### src/rtl/cpu_types_pkg.sv
// rtl/cpu_types_pkg.sv - shared types for the direct-mapped instruction cache
package cpu_types_pkg;

  typedef logic [31:0] word_t;

  localparam int ICACHE_SETS    = 16;
  // Widest tag any legal SETS (>= 2) can need; narrower tags are zero-extended.
  localparam int ICACHE_TAG_MAX = 29;

  typedef struct packed {
    logic                      valid;
    logic [ICACHE_TAG_MAX-1:0] tag;
    word_t                     data;
  } icache_frame_t;

  typedef struct packed {
    logic [30-$clog2(ICACHE_SETS)-1:0] tag;
    logic [$clog2(ICACHE_SETS)-1:0]    idx;
    logic [1:0]                        bytoff;
  } icachef_t;

  typedef enum logic {
    IDLE  = 1'b0,
    FETCH = 1'b1
  } icache_state_t;

endpackage

### src/rtl/icache_frame_array.sv
// rtl/icache_frame_array.sv - SETS one-word frames, async read, single write port
module icache_frame_array
  import cpu_types_pkg::*;
#(
  parameter int SETS = 16
) (
  input  logic                          CLK,
  input  logic                          RST,
  input  logic [$clog2(SETS)-1:0]       rd_idx,
  output icache_frame_t                 rd_frame,
  input  logic                          wr_en,
  input  logic [$clog2(SETS)-1:0]       wr_idx,
  input  logic [30-$clog2(SETS)-1:0]    wr_tag,
  input  word_t                         wr_data
);

  localparam int IDX_W = $clog2(SETS);
  localparam int TAG_W = 30 - IDX_W;

  logic [SETS-1:0]  valid_q;
  logic [TAG_W-1:0] tag_q  [SETS];
  word_t            data_q [SETS];

  // Only the valid bits are reset; tag/data contents are don't-care until filled.
  always_ff @(posedge CLK or posedge RST) begin
    if (RST) begin
      valid_q <= '0;
    end else if (wr_en) begin
      valid_q[wr_idx] <= 1'b1;
    end
  end

  always_ff @(posedge CLK) begin
    if (wr_en) begin
      tag_q[wr_idx]  <= wr_tag;
      data_q[wr_idx] <= wr_data;
    end
  end

  always_comb begin
    rd_frame       = '0;
    rd_frame.valid = valid_q[rd_idx];
    rd_frame.tag   = ICACHE_TAG_MAX'(tag_q[rd_idx]);
    rd_frame.data  = data_q[rd_idx];
  end

endmodule

### src/rtl/icache_direct.sv
// rtl/icache_direct.sv - direct-mapped read-only I-cache with IDLE/FETCH miss FSM
// Optional hit/miss counters when ICACHE_STATS_EN is defined.
module icache_direct
  import cpu_types_pkg::*;
#(
  parameter int SETS = 16
) (
  input  logic        CLK,
  input  logic        RST,
  input  logic        imemREN,
  input  logic [31:0] imemaddr,
  output logic        ihit,
  output logic [31:0] imemload,
  output logic        iREN,
  output logic [31:0] iaddr,
  input  logic        iwait,
  input  logic [31:0] iload
`ifdef ICACHE_STATS_EN
  ,
  output logic [31:0] hit_count,
  output logic [31:0] miss_count
`endif
);

  localparam int IDX_W = $clog2(SETS);
  localparam int TAG_W = 30 - IDX_W;

  icache_state_t    state_q;
  logic [29:0]      miss_addr_q;
  icache_frame_t    frame;
  logic [IDX_W-1:0] req_idx;
  logic [TAG_W-1:0] req_tag;
  logic             lookup_hit;
  logic             fill_en;
  logic [1:0]       unused_bytoff;

  assign req_idx       = imemaddr[IDX_W+1:2];
  assign req_tag       = imemaddr[31:IDX_W+2];
  assign unused_bytoff = imemaddr[1:0];

  icache_frame_array #(.SETS(SETS)) u_frames (
    .CLK      (CLK),
    .RST      (RST),
    .rd_idx   (req_idx),
    .rd_frame (frame),
    .wr_en    (fill_en),
    .wr_idx   (miss_addr_q[IDX_W-1:0]),
    .wr_tag   (miss_addr_q[29:IDX_W]),
    .wr_data  (iload)
  );

  assign lookup_hit = frame.valid && (frame.tag == ICACHE_TAG_MAX'(req_tag));
  assign ihit       = (state_q == IDLE) && imemREN && lookup_hit;
  assign imemload   = frame.valid ? frame.data : 32'h0;
  assign fill_en    = (state_q == FETCH) && !iwait;

  // iREN/iaddr come straight from registers so they are glitch-free and
  // drop the moment RST is asserted.
  assign iREN  = (state_q == FETCH);
  assign iaddr = {miss_addr_q, 2'b00};

  always_ff @(posedge CLK or posedge RST) begin
    if (RST) begin
      state_q     <= IDLE;
      miss_addr_q <= '0;
    end else begin
      case (state_q)
        IDLE: begin
          if (imemREN && !lookup_hit) begin
            miss_addr_q <= imemaddr[31:2];
            state_q     <= FETCH;
          end
        end
        FETCH: begin
          if (!iwait) begin
            state_q <= IDLE;
          end
        end
        default: state_q <= IDLE;
      endcase
    end
  end

`ifdef ICACHE_STATS_EN
  logic [31:0] hit_cnt_q;
  logic [31:0] miss_cnt_q;
  logic        miss_start;

  assign miss_start = (state_q == IDLE) && imemREN && !lookup_hit;

  always_ff @(posedge CLK or posedge RST) begin
    if (RST) begin
      hit_cnt_q  <= '0;
      miss_cnt_q <= '0;
    end else begin
      if (ihit && (hit_cnt_q != 32'hFFFF_FFFF)) begin
        hit_cnt_q <= hit_cnt_q + 32'd1;
      end
      if (miss_start && (miss_cnt_q != 32'hFFFF_FFFF)) begin
        miss_cnt_q <= miss_cnt_q + 32'd1;
      end
    end
  end

  assign hit_count  = hit_cnt_q;
  assign miss_count = miss_cnt_q;
`endif

endmodule

### config.mk
export PLATFORM = sky130hd
export DESIGN_NAME = icache_direct
export DESIGN_NICKNAME = d
export VERILOG_FILES = /design/src/rtl/cpu_types_pkg.sv /design/src/rtl/icache_frame_array.sv /design/src/rtl/icache_direct.sv
export SDC_FILE = /design/constraint.sdc
export NUM_CORES = 1
export LEC_CHECK = 0
export CAP_MARGIN = 20
export CORE_UTILIZATION = 45
export CTS_BUF_LIST = sky130_fd_sc_hd__clkbuf_4
export CTS_CLUSTER_SIZE = 10
export DETAILED_ROUTE_END_ITERATION = 6
export PLACE_DENSITY = 0.68
export SETUP_SLACK_MARGIN = 0.3
export SYNTH_ARGS = -nofsm -noshare
export SYNTH_HDL_FRONTEND = slang
export SYNTH_HIERARCHICAL = 1
export SYNTH_SLANG_ARGS = --single-unit
### constraint.sdc
create_clock -name CLK -period 7.2 [get_ports CLK]
set_input_delay 1.44 -clock CLK [delete_from_list [all_inputs] [get_ports CLK]]
set_output_delay 1.44 -clock CLK [all_outputs]
set_load 0.005 [all_outputs]
Word-level counts from Yosys, hierarchy flattened
Memory sizes are Yosys's and may differ from the RTL's.
Cells that the tools add are included.
Widths: inputs -> output; s select.
{ "totals": {"wordCells": 30, "ff_bits": 47, "mem_count": 2, "ramBits": 928, "output_inout_bits": 66} }
{ "memory_table": {"columns": ["name", "words", "width", "rd", "rd_ports_with_merged_regs", "write_ports", "line_no", "rtl"], "rows": [
  ["u_frames.data_q", 16, 32, 1, 0, 1, "icache_frame_array.sv:22", "word_t data_q [SETS];"],
  ["u_frames.tag_q", 16, 26, 1, 0, 1, "icache_frame_array.sv:21", "logic [TAG_W-1:0] tag_q [SETS];"]
]} }
{ "op_classes": {"n_eq_ne": 1, "n_bitwise": 2, "n_mux": 10, "reduce_logical": 9, "n_lt_le_gt_ge": 3} }
{ "op_table": {"columns": ["op", "count"], "rows": [
  ["$mux 32", 1],
  ["$eq 26x26->1", 1],
  ["$or 16x16->16", 1],
  ["$lt 4x5->1 const B", 2],
  ["$logic_and 1x1->1", 6],
  ["$mux 1", 6],
  ["$bmux 1 s4", 1],
  ["$demux 1 s4", 1],
  ["$ge 4x1->1 const B", 1],
  ["$logic_not 1->1", 2],
  ["$pmux 1 s2", 1],
  ["$reduce_and 2->1", 1],
  ["$not 1->1", 1]
]} }

Longest topological paths before layout
{ "logic_depth": {"word_depth": 7, "mapped_depth": 12, "mapped_depth_nobuf": 8} }

Modules after synthesis
The synthesis kept the hierarchy.
{ "modules_own_cells": {"columns": ["mod", "n_inst", "cells_per_inst", "area_per_inst_um2", "seq_area_each_um2"], "rows": [
  ["icache_frame_array", 1, 1484, 35326.4, 28267.1],
  ["icache_direct", 1, 145, 1731.7, 775.7]
]} }

Worst setup path before layout
No wires, ideal clock.
{ "synth_timing": {"path_type": "input -> register", "from": "input iwait", "to": "register u_frames.valid_q[0]", "setup_slack_ns": 0.528, "required_ns": 7.111, "n_path_buf": 0, "cell_stages": 4, "arrival_ns": 6.583, "path_cell_list": "nor2b_1 -> or3b_2 -> nor3_1 -> or2_2"} }
{ "synth_via": {"elab_chain_len": 2} }
{ "synth_rtl": {"columns": ["element", "line_no", "rtl"], "rows": [
  ["start, declared", "icache_direct.sv:16", "input logic iwait,"],
  ["$logic_not 1->1", null, null],
  ["$logic_and 1x1->1", "icache_direct.sv:55", "assign fill_en = (state_q == FETCH) && !iwait;"],
  ["end signal, assigned", "icache_frame_array.sv:27", "valid_q <= '0;"],
  ["end signal, assigned by index", "icache_frame_array.sv:29", "valid_q[wr_idx] <= 1'b1;"],
  ["end, declared", "icache_frame_array.sv:20", "logic [SETS-1:0] valid_q;"]
]} }
No other way between the ends.
A chain may end at the register's enable or synchronous reset.

==> flow_summary_export.csv <==
group,metric,value,unit
outcome,status,"complete, no violations",
pwr,p_comb_frac,0.082,
clock_network,path_clk_slew,0.06,ns
synth,synthCells,1629,
sta,period_needed,6.376,ns
global_route,grt_pass1_wl,121800,um
layout,drive_gt1_frac,0.3442,
sta,hold_violations,0,
setup_path,worstSetupEndpointType,"output port",
pwr,clockPowerShare,0.363,
pwr,p_sw,2.805,mW
clock_network,clk_path_buf_depth,3,
sta,fmax,156.8,MHz
synth,synth.cell_area,37060,sq um
sta,tightestPinTransition,1.021,ns
clock_network,hold_buffers,0,
detailed_routing,vias_per_cell,5.634,
synth,yosysTopAreaCell,"edfxtp_1",
floorplan,die_h,289.0,um
setup_path,crit_type,"in -> out",
detailed_routing,drt-total-wl,82580,um
clock_network,cts_made_buffers,228,
floorplan,die_x,289.0,um
clock_network,post_cts_buffers,0,
synth,synth.top_cell.area_share,0.7520,
setup_path,worst_ep_required_time,5.76,ns
synth,synth_flop_cell,"edfxtp_1",
place,finalWeightedCongestion,0.7511,
sta,setup_tns,0,ns
setup_path,cp_max_fo,15,
global_route,grt_pass1_vias,19270,
detailed_routing,vias,18130,
synth,synth.top_cells.by_area,"edfxtp_1 75%, mux4_2 14%, dfrtp_1 3.2%",
sta,rsz0062_at_grt,"no",
sta,fin_crit_sh,0.8855,
pwr,vdd_drop_max,0.0001308,V
detailed_routing,drt_first_pass_iters,5,
layout,stdcell_count,3218,
clock_network,cts_resized,0,
synth,yosys_register_bits,975,
detailed_routing,drt-initial-drc-count,1472,
sta,skew,0.06256,ns
synth,ys_types,31,
setup_path,crit_arrival,4.94,ns
floorplan,core_area,81070,sq um
setup_path,worst_setup_path_start_kind,"input pin",
synth,synth_seq_area_share,0.7837,
place,hpwl,43620,um
global_route,use_met3,0.05717,
sta,slew_viol_final,0,
global_route,top_usage_layer,"met2",
sta,slew_headroom,0.3195,
detailed_routing,antenna_left,0,
floorplan,ioPinCount,134,
synth,async_flop_share,0.04821,
global_route,grt_use_total,0.2025,
layout,nets,2029,
synth,synth.most_common_cell,"edfxtp_1",
clock_network,cts_sinks,975,
synth,synth_edf_count,928,
global_route,grt_remaining_overflow,0,
global_route,grt_max_degree,56,
layout,syn_to_final_growth,16.15,%
clock_network,cts_tree,"yes",
clock_network,root_buffer,"clkbuf_4",
floorplan,start_util,0.4571,
pwr,seqPwrFrac,0.555,
sta,setup_violations,0,
global_route,met1_usage,0.2642,
place,numPortBuffers,129,
pwr,p_sw_frac,0.2295,
synth,synth_top_cells_by_count,"928 x edfxtp_1, 236 x mux4_2, 118 x a22oi_1, 60 x nand2_1, 47 x dfrtp_1",
synth,avgSynthCellArea,22.75,sq um
detailed_routing,post_drt_wl_per_cell,25.66,um
floorplan,die_area,83500,sq um
synth,yosysWarnings,6,
pwr,power.density,283.9,nW/um^2
pwr,power.internal,9.415,mW
place,dp_cells,2788,
pwr,leakage,13.95,nW
global_route,antenna_found_initial,6,
clock_network,clk-insertion-delay-late,1.06,ns
flow_run,drv_cap,0,
detailed_routing,route.detailed.drc,0,
clock_network,cts_max_level,4,
floorplan,rows,104,
global_route,grtUsageMet2,0.3352,
hold_path,hp-class,"reg -> reg",
cells in the final DEF (no fill, tap or decap), drive strengths merged, types with 6 or more instances in the layout:
| cell | n |
|---|---|
| nand2 | 60 |
| mux2 | 30 |
| a22oi | 118 |
| clkdlybuf4s50 | 127 |
| nand4 | 6 |
| or2 | 16 |
| edfxtp | 928 |
| xnor2 | 23 |
| clkinv | 59 |
| and2 | 33 |
| clkbuf | 352 |
| nor2 | 15 |
| buf | 62 |
| dfrtp | 47 |
| mux4 | 236 |
through the flow:
stage | util | cell area [sq um] | setup slack, ns | power (mW) | hold WS, ns
after floorplan | - | 37070 | 0.5275 | 7.343 | 0.4337
after global placement | 0.4924 | 39920 | 0.8191 | 7.861 | 0.4457
after detailed placement | 0.4926 | 39940 | 0.8540 | 7.913 | 0.4476
after CTS | 0.5302 | 42980 | 0.8268 | 12.36 | 0.4631
after global routing | 0.5308 | 43030 | 0.6735 | 12.73 | 0.4732
final | 0.5309 | 43040 | 0.8244 | 12.22 | 0.4633
worst paths after layout:
| kind | slack, ns | endpoint | depth (start not counted) | startpoint |
|---|---|---|---|---|
| setup / recovery | 0.82 | ihit | 11 | imemaddr[5] |
| hold / removal | 0.46 | u_frames/valid_q[14] | 1 | u_frames/valid_q[14] |
| setup reg to reg | 3.99 | miss_addr_q[1] | 9 | u_frames/tag_q[10][7] |
| hold reg to reg | 0.46 | u_frames/valid_q[14] | 1 | u_frames/valid_q[14] |
| max in group asynchronous | 5.82 | miss_addr_q[26] | 3 | RST |
| min in group asynchronous | 0.92 | u_frames/valid_q[8] | 2 | RST |
cell type report:
type                       count  area [sq um]
sequential                   975         29040
clock buffer                 352          2643
inverter                       2         7.507
timing repair buffer         189          1904
fill                        6206         38030
clock inverter                70         399.1
tap                         1060          1326
antenna                        5         12.51
multi-input combinational    565          7706
power groups by stage:
stage	registers [mW]	logic, mW	clock network (mW)
2_1_floorplan	6.82	0.521	0
3_3_place_gp	6.87	0.994	0
3_5_place_dp	6.90	1.01	0
4_1_cts	6.78	1.01	4.57
5_1_grt	6.81	1.07	4.86
6_report	6.78	0.998	4.44
routing by layer:
| layer | vias up | routed length, um |
|---|---|---|
| li1 | 7707 | - |
| met1 | 9623 | 32740 |
| met2 | 688 | 42390 |
| met3 | 107 | 6175 |
| met4 | 6 | 1228 |
| met5 | - | 46 |
flip-flops by register name, summed over array words and instances, names as in the netlist:
register and cells:
u_frames/valid_q 16, u_frames/data_q 512, u_frames/tag_q 416, miss_addr_q 30, iREN 1
critical path, cell delays in order:
cell and delay [ns]:
clkdlybuf4s50_1 0.63, nor2b_4 0.63, buf_4 0.34, a22oi_1 0.12, nand2_1 0.10, xnor2_1 0.15, nand4_1 0.23, nor4_2 0.42
nand3_1 0.12, nor2_1 0.18, clkdlybuf4s50_1 0.55
cells by family after synthesis:
logic type,synth area share
flip-flops,0.7837
multiplexers,0.1526
AND/OR/NAND/NOR,0.02029
AO/OA/AOI/OAI,0.02448
buffers and inverters,0.01253
XOR/XNOR,0.006145
other,0.0002027
(Power assumes the default switching activity.)
